==> src/rtl/instr_encoder.sv <==
// instr_encoder
//   Packs instruction fields into 32-bit MIPS-style words and issues them
//   with sequential word addresses to an instruction-memory write port.
//   The output is a single register stage, so the latency is one cycle.
//
// Parameters
//   ADDR_W     word-address width of the write port
//   BASE_ADDR  first word address issued after reset or restart
//
// Ports
//   clk        in   rising-edge clock
//   reset      in   synchronous active-high reset
//   restart    in   synchronous clear of the address stream and held word
//   in_valid   in   request fields valid
//   in_ready   out  request accepted when in_valid && in_ready
//   op_sel     in   0=R-type 1=LW 2=SW 3=BEQ 4=JAL 5=JR 6..7=illegal
//   rs/rt/rd/shamt/funct/imm/target   in   instruction fields
//   out_valid  out  instr/addr valid
//   out_ready  in   sink accepts when out_valid && out_ready
//   instr      out  encoded word
//   addr       out  word address of instr
//   err        out  one-cycle pulse after an accepted illegal op_sel
//   wrapped    out  sticky flag, address counter has wrapped
//
// Handshake: a transfer happens on a rising edge where valid && ready are
// both 1. The producer holds its payload stable while valid && !ready, and
// ready never depends on the same side's valid.

module instr_encoder #(
  parameter int          ADDR_W    = 8,
  parameter int unsigned BASE_ADDR = 0
) (
  input  logic              clk,
  input  logic              reset,
  input  logic              restart,
  input  logic              in_valid,
  output logic              in_ready,
  input  logic [2:0]        op_sel,
  input  logic [4:0]        rs,
  input  logic [4:0]        rt,
  input  logic [4:0]        rd,
  input  logic [4:0]        shamt,
  input  logic [5:0]        funct,
  input  logic [15:0]       imm,
  input  logic [25:0]       target,
  output logic              out_valid,
  input  logic              out_ready,
  output logic [31:0]       instr,
  output logic [ADDR_W-1:0] addr,
  output logic              err,
  output logic              wrapped
);

  localparam logic [ADDR_W-1:0] BASE = BASE_ADDR[ADDR_W-1:0];

  localparam logic [2:0] OP_R   = 3'd0;
  localparam logic [2:0] OP_LW  = 3'd1;
  localparam logic [2:0] OP_SW  = 3'd2;
  localparam logic [2:0] OP_BEQ = 3'd3;
  localparam logic [2:0] OP_JAL = 3'd4;
  localparam logic [2:0] OP_JR  = 3'd5;

  logic              r_out_valid;
  logic [31:0]       r_instr;
  logic [ADDR_W-1:0] r_addr;
  logic [ADDR_W-1:0] r_next_addr;
  logic              r_err;
  logic              r_wrapped;

  logic              w_in_ready;
  logic              w_accept;
  logic              w_legal;
  logic              w_load;
  logic [31:0]       w_enc;

  // The register can take a new word when it is empty or being drained in
  // this same cycle; reset and restart block acceptance outright.
  assign w_in_ready = !reset && !restart && (!r_out_valid || out_ready);
  assign w_accept   = in_valid && w_in_ready;
  assign w_legal    = (op_sel <= OP_JR);
  assign w_load     = w_accept && w_legal;

  // Unused fields of each format are simply not referenced.
  always_comb begin
    w_enc = 32'h0;
    case (op_sel)
      OP_R:    w_enc = {6'b000000, rs, rt, rd, shamt, funct};
      OP_LW:   w_enc = {6'b100011, rs, rt, imm};
      OP_SW:   w_enc = {6'b101011, rs, rt, imm};
      OP_BEQ:  w_enc = {6'b000100, rs, rt, imm};
      OP_JAL:  w_enc = {6'b000011, target};
      OP_JR:   w_enc = {6'b001000, rs, 21'b0};
      default: w_enc = 32'h0;
    endcase
  end

  always_ff @(posedge clk) begin
    if (reset) begin
      r_out_valid <= 1'b0;
      r_instr     <= 32'h0;
      r_addr      <= BASE;
      r_next_addr <= BASE;
      r_err       <= 1'b0;
      r_wrapped   <= 1'b0;
    end else if (restart) begin
      // Any held word is dropped without a handshake.
      r_out_valid <= 1'b0;
      r_next_addr <= BASE;
      r_err       <= 1'b0;
      r_wrapped   <= 1'b0;
    end else begin
      r_err <= w_accept && !w_legal;
      if (w_load) begin
        r_out_valid <= 1'b1;
        r_instr     <= w_enc;
        r_addr      <= r_next_addr;
        r_next_addr <= r_next_addr + ADDR_W'(1);
        if (r_next_addr == {ADDR_W{1'b1}}) begin
          r_wrapped <= 1'b1;
        end
      end else if (r_out_valid && out_ready) begin
        r_out_valid <= 1'b0;
      end
    end
  end

  assign in_ready  = w_in_ready;
  assign out_valid = r_out_valid;
  assign instr     = r_instr;
  assign addr      = r_addr;
  assign err       = r_err;
  assign wrapped   = r_wrapped;

endmodule

==> config.mk <==
export PLATFORM = sky130hd
export DESIGN_NAME = instr_encoder
export DESIGN_NICKNAME = d
export VERILOG_FILES = /design/src/rtl/instr_encoder.sv
export SDC_FILE = /design/constraint.sdc
export NUM_CORES = 1
export LEC_CHECK = 0
export ABC_AREA = 1
export CAP_MARGIN = 20
export CORE_ASPECT_RATIO = 0.5
export CORE_UTILIZATION = 37
export CTS_BUF_LIST = sky130_fd_sc_hd__clkbuf_8
export DETAILED_ROUTE_END_ITERATION = 10
export GPL_TIMING_DRIVEN = 1
export PLACE_DENSITY_LB_ADDON = 0.12
export SLEW_MARGIN = 5
export SYNTH_ARGS = -nofsm -noshare
export SYNTH_HDL_FRONTEND = slang
export SYNTH_SLANG_ARGS = --single-unit
==> constraint.sdc <==
create_clock -name clk -period 1.3 [get_ports clk]
set_clock_uncertainty 0.2 [all_clocks]
set_input_delay 0.26 -clock clk [delete_from_list [all_inputs] [get_ports clk]]
set_output_delay 0.26 -clock clk [all_outputs]
set_load 0.01 [all_outputs]
==> impl_metrics.env, run 1 <==
export IMPL_p_comb_share_pct=21.8
export IMPL_avgViaCountPerCell=4.653
export IMPL_swShare_pct=25.30
export IMPL_post_route_util_pct=71.17
export IMPL_start_util_pct=40.25
export IMPL_clk_pin_slew_ns=0.09
export IMPL_drive_above_1_share_pct=33.06
export IMPL_drc=0
export IMPL_antenna_found_initial=0
export IMPL_syn_cell_area_sq_um=2306
export IMPL_cts_buffer_depth=2
export IMPL_core_sq_um=5729
export IMPL_gr_total_overflow=0
export IMPL_cpMaxStageDelayCell="dfxtp_2"
export IMPL_finalSetupViolations=50
export IMPL_first_global_vias=2568
export IMPL_dr_pass1_iters=4
export IMPL_end_kind="register"
export IMPL_seqPwrFrac_pct=46.9
export IMPL_ys_ff_latch=49
export IMPL_num_fill_cells=462
export IMPL_crit_fanout=5
export IMPL_switchingPower_mw=0.8600
export IMPL_place_gp_congestion=0.8444
export IMPL_pwr_share_clk_pct=31.3
export IMPL_p_int_mw=2.539
export IMPL_synth_cells=354
export IMPL_area_growth_pct=76.83
export IMPL_dr_total_vias=2699
export IMPL_violations="negative setup slack"
export IMPL_io_pins=120
export IMPL_rows=19
export IMPL_vdd_ir_drop_max_mv=0.5931
export IMPL_status="finished, violations left"
export IMPL_cts_tree="done"
export IMPL_fmax_mhz=691.5
export IMPL_drv_cap=0
export IMPL_postRouteAntennaNets=0
export IMPL_path_delay_family="simple AND/OR/NAND/NOR gates"
export IMPL_clk_latency_ns=0.30
export IMPL_synth_nets=431
export IMPL_leakagePower_nw=1.899
export IMPL_cts_root_buf="clkbuf_8"
export IMPL_yosysSeqAreaShare_pct=42.54
export IMPL_layout_nets=573
export IMPL_clock_sinks=49
export IMPL_min_period_ns=1.446
export IMPL_setup_ws_ns=-0.1461
export IMPL_grt_max_degree=43
export IMPL_avgSynthCellArea_sq_um=6.514
export IMPL_power_density_nw_per_um2=833.5
export IMPL_path_class="register to register"
export IMPL_grt_pass1_wl_mm=11.83
export IMPL_grt_setup_unrepaired="true"
export IMPL_yosysWarningCount=0
export IMPL_hold_viol_final=0
export IMPL_holdCritPathClass="input port to register"
export IMPL_cp_arrival_ns=1.45
export IMPL_path_buf_inv=2
export IMPL_fin_crit_sh_pct=111.2
export IMPL_cp_cell_sequence="nand2_4, nand3_4, nor2_4, clkbuf_16, buf_12, nand3_2, nand2_1, nor2_1"
export IMPL_start_kind="register"
export IMPL_die_w_um=113.6
export IMPL_die_height_um=57.83
export IMPL_wirelength_mm=7.907
export IMPL_dieArea_sq_um=6572
export IMPL_required_ns=1.30
export IMPL_slew_viol_final=0
export IMPL_wire_per_inst_um=13.63
export IMPL_htreeDepth=2
export IMPL_drt_iter0_drc=107
export IMPL_p_total_mw=3.399
export IMPL_dp_hpwl_mm=5.077
export IMPL_synth_distinct_cells=21
export IMPL_io_buffers=118
export IMPL_max_stage_delay_ns=0.35
export IMPL_cts_buffers=5
export IMPL_diodes=0
export IMPL_grtUsageTotal_pct=22.67
power by group through the flow:
| stage | clock network (mW) | logic, mW | registers, mW |
|---|---|---|---|
| finish | 1.06 | 0.743 | 1.59 |
| global route | 1.16 | 0.802 | 1.60 |
| CTS | 1.08 | 0.688 | 1.59 |
| detailed placement | 0 | 0.675 | 1.62 |
| global placement | 0 | 0.664 | 1.61 |
| floorplan | 0 | 0.227 | 1.64 |
metal layers:
metal,global-route usage (%),vias up,part of all wire (%)
met1,27.15,1223,43
met2,41.72,69,51
met3,5.544,4,5.8
li1,-,1403,-
met4,5.075,0,0.51
met5,0,-,0
cells in the final DEF (no fill, tap or decap), types with 3 or more instances in the layout:
master           count
a21oi_1              4
a21oi_2              6
buf_12               8
buf_2               42
buf_4               16
buf_6                5
clkbuf_16            4
clkbuf_8             5
clkdlybuf4s50_1     68
dfxtp_1             20
dfxtp_2             29
dlygate4sd2_1        6
inv_1                8
inv_2                3
nand2_1             97
nand2_2              3
nand3_1             22
nor2_1              73
nor2_2              15
nor2_4               4
o21ai_0              3
o21ai_1             23
o21ai_2             14
registers in the layout, indices dropped and copies added, names as in the netlist:
signal,flops
instr,30
out_valid,1
addr,8
r_next_addr,8
err,1
wrapped,1
through the flow:
stage          hold slack (ns)  setup TNS [ns]  area (sq um)  std cells  setup WS (ns)
6_report                0.2402          -5.450          4078        580        -0.1461
4_1_cts                 0.2347          -3.059          3835        575       -0.09785
5_1_grt                 0.2400          -8.495          4078        580        -0.2111
2_1_floorplan           0.1291          -1.948          2350        354       -0.05817
3_5_place_dp            0.2598          -32.23          3712        559        -0.6982
3_3_place_gp            0.2535          -29.79          3712        559        -0.6543
worst register-to-register path: cells and delay by family, from the launching register on:
| family | cells | cell delay (ns) |
|---|---|---|
| buf+inv | 2 | 0.30 |
| flops | 1 | 0.35 |
| simple gates | 6 | 0.50 |
cells by family (layout without fill, tap and decap cells):
logic type | after synthesis | in the layout | share of synthesized area [%]
buffers and inverters | 30 | 172 | 6.239
AND/OR/NAND/NOR | 221 | 221 | 38.90
adder cells (fa/ha/maj) | 1 | 1 | 0.5425
flip-flops | 49 | 49 | 42.54
AO/OA/AOI/OAI | 50 | 50 | 10.85
XOR/XNOR | 2 | 2 | 0.7598
other | 1 | 1 | 0.1626
final cells by class:
class / count / area (sq um) / share of cell area [%]
inverter: 12 / 57.56 / 1.411
tap: 84 / 105.1 / 2.577
timing repair buffer: 153 / 1455 / 35.69
clock buffer: 5 / 68.82 / 1.688
sequential: 49 / 1017 / 24.95
clock inverter: 2 / 35.03 / 0.8592
multi-input combinational: 275 / 1339 / 32.83
synthesized netlist by cell type:
cell,count,area share [%]
buf_2,7,1.5
o21ai_0,40,8.7
nor2_1,88,14
nand2_1,102,17
clkbuf_1,4,0.65
dfxtp_1,49,43
nand4_1,1,0.27
nand3_2,1,0.43
nand3_1,23,5.0
nor3b_1,1,0.33
nor2_2,1,0.27
ha_1,1,0.54
buf_4,6,2.0
nor2_4,3,1.5
xnor2_1,2,0.76
inv_2,2,0.33
conb_1,1,0.16
buf_1,1,0.16
inv_1,10,1.6
nor3_1,1,0.22
a21oi_1,10,2.2
final timing paths:
check                               start             end  slack (ns)  depth (start not counted)
worst min register to register  instr[31]       instr[31]        0.28                          2
worst max-delay path            out_valid  r_next_addr[6]       -0.15                          8
worst min-delay path                reset         addr[3]        0.24                          3
worst max register to register  out_valid  r_next_addr[6]       -0.15                          8
timing repair:
item	in CTS	in global routing
pin swaps	9	39
gates resized for setup	264	43
setup buffers	6	1
setup endpoints to repair	91	51
hold buffers	0	0
cloned	3	4
Note: power is estimated with default switching activity, not from simulation.
==> run 2, diff against run 1 <==
Settings changed: CORE_MARGIN from default to 8, CORE_UTILIZATION 37 to 41.
Clock period 1.3 ns to 1.5 ns, I/O delays scaled along.
==> impl_metrics.env, run 2 (same netlist as run 1, synthesis figures left out) <==
export IMPL_grtUsageTotal_pct=17.99
export IMPL_layout_common_cells="99 x nand2_1, 80 x nor2_1, 68 x clkdlybuf4s50_1, 48 x dfxtp_1, 45 x dlygate4sd2_1"
export IMPL_dieArea_sq_um=8426
export IMPL_dr_total_vias=2742
export IMPL_status="finished, violations left"
export IMPL_drt_iter0_drc=225
export IMPL_grt_pass1_wl_mm=12.72
export IMPL_finalSetupViolations=8
export IMPL_slew_viol_final=0
export IMPL_cts_tree="done"
export IMPL_drive_above_1_share_pct=14.31
export IMPL_first_global_vias=2839
export IMPL_rrSetupSlack_ns=-0.03
export IMPL_cp_arrival_ns=1.55
export IMPL_start_util_pct=42.36
export IMPL_holdCritPathClass="input port to register"
export IMPL_setup_ws_ns=-0.03258
export IMPL_end_kind="register"
export IMPL_drc=0
export IMPL_clock_sinks=49
export IMPL_placed_area_sq_um=3702
export IMPL_io_buffers=118
export IMPL_postRouteAntennaNets=0
export IMPL_layout_nets=572
export IMPL_final_common_cell="nand2_1"
export IMPL_die_height_um=69.03
export IMPL_htreeDepth=2
export IMPL_dp_hpwl_mm=5.736
export IMPL_largest_reg_flops=30
export IMPL_grt_setup_unrepaired="true"
export IMPL_cts_buffer_depth=2
export IMPL_hold_viol_final=0
export IMPL_hold_buffers=0
export IMPL_dp_cells=550
export IMPL_dr_pass1_iters=4
export IMPL_gr_total_overflow=0
export IMPL_diodes=0
export IMPL_power_density_nw_per_um2=698.4
export IMPL_io_pins=120
export IMPL_violations="negative setup slack"
export IMPL_crit_fanout=7
export IMPL_p_total_mw=2.807
export IMPL_path_class="register to register"
export IMPL_fmax_mhz=652.5
export IMPL_setup_tns_ns=-0.08622
export IMPL_wirelength_mm=7.971
export IMPL_start_kind="register"
export IMPL_fin_cells=569
export IMPL_area_growth_pct=74.28
export IMPL_finalInstanceArea_sq_um=4019
export IMPL_rows=19
export IMPL_wire_per_inst_um=14.01
export IMPL_antenna_found_initial=0
export IMPL_required_ns=1.51
export IMPL_drv_cap=0
export IMPL_leakagePower_nw=1.887
export IMPL_grt_max_degree=34
export IMPL_core_sq_um=5444
export IMPL_cts_buffers=5
export IMPL_vdd_ir_drop_max_mv=0.4330
export IMPL_hold_slack_ns=0.2537
export IMPL_die_w_um=122.1
export IMPL_fin_crit_sh_pct=102.2
export IMPL_clk_latency_ns=0.30
export IMPL_cts_root_buf="clkbuf_8"
export IMPL_min_period_ns=1.533
export IMPL_place_gp_congestion=0.7784
export IMPL_clk_pin_slew_ns=0.11
export IMPL_avgViaCountPerCell=4.819
run 2: final cells by class:
cell class                      count  area (sq um)
Sequential cell                    49         982.2
Multi-Input combinational cell    275          1257
Tap cell                           73         91.34
Clock inverter                      3         26.28
Clock buffer                        5         68.82
Timing Repair Buffer              152          1548
Inverter                           12         45.04
Fill cell                         439          1425
run 2: where the power goes:
| part | internal [mW] | leakage, nW | switching [mW] | total, mW |
|---|---|---|---|---|
| combinational | 0.357 | 1.45 | 0.259 | 0.616 |
| clock | 0.340 | 0.0423 | 0.480 | 0.820 |
| sequential | 1.35 | 0.399 | 0.0229 | 1.37 |
| total | 2.04 | 1.89 | 0.762 | 2.81 |
run 2: through the flow:
stage          worst slack, ns  utilization [%]
3_3_place_gp           -0.4838            68.01
6_report              -0.03258            73.82
2_1_floorplan          0.09848                -
4_1_cts               0.002802            71.43
3_5_place_dp           -0.5091            68.01
5_1_grt               -0.09096            73.82
run 2: worst max-delay path, cell delays in order, from the launching register on:
cell and delay [ns]:
dfxtp_2 0.34, nand2_2 0.07, buf_6 0.10, nand3_4 0.07
nor2_4 0.18, buf_6 0.13, buf_6 0.12, nand2_4 0.06
nor2_2 0.12, nor2_1 0.05
run 2: what timing repair did:
item / CTS / global route
gates cloned: 3 / 2
endpoints found under the setup margin: 91 / 49
pin swaps: 3 / 8
buffers inserted: 6 / 0
gates resized for setup: 72 / 30
endpoints found under the hold margin: 0 / 0
run 2: path summary, 6_finish.rpt:
path / endpoint / from / cells past startpoint
worst min register to register: addr[3] / addr[3] / 2
worst max register to register: instr[27] / out_valid / 9
worst min-delay path: addr[3] / reset / 3
worst max-delay path: instr[27] / out_valid / 9
run 2: routing by layer:
| metal | vias to the layer above | track usage, % | routed length [um] |
|---|---|---|---|
| met3 | 10 | 7.717 | 677 |
| li1 | 1398 | - | - |
| met2 | 89 | 33.19 | 4137 |
| met4 | 0 | 3.887 | 83 |
| met5 | - | 0 | 0 |
| met1 | 1245 | 18.36 | 3073 |
==> run 3, diff against run 2 <==
Settings changed: CAP_MARGIN 20 to default.
==> results of run 3 <==
The final DEF is identical to that of run 2; final timing and power are the same.
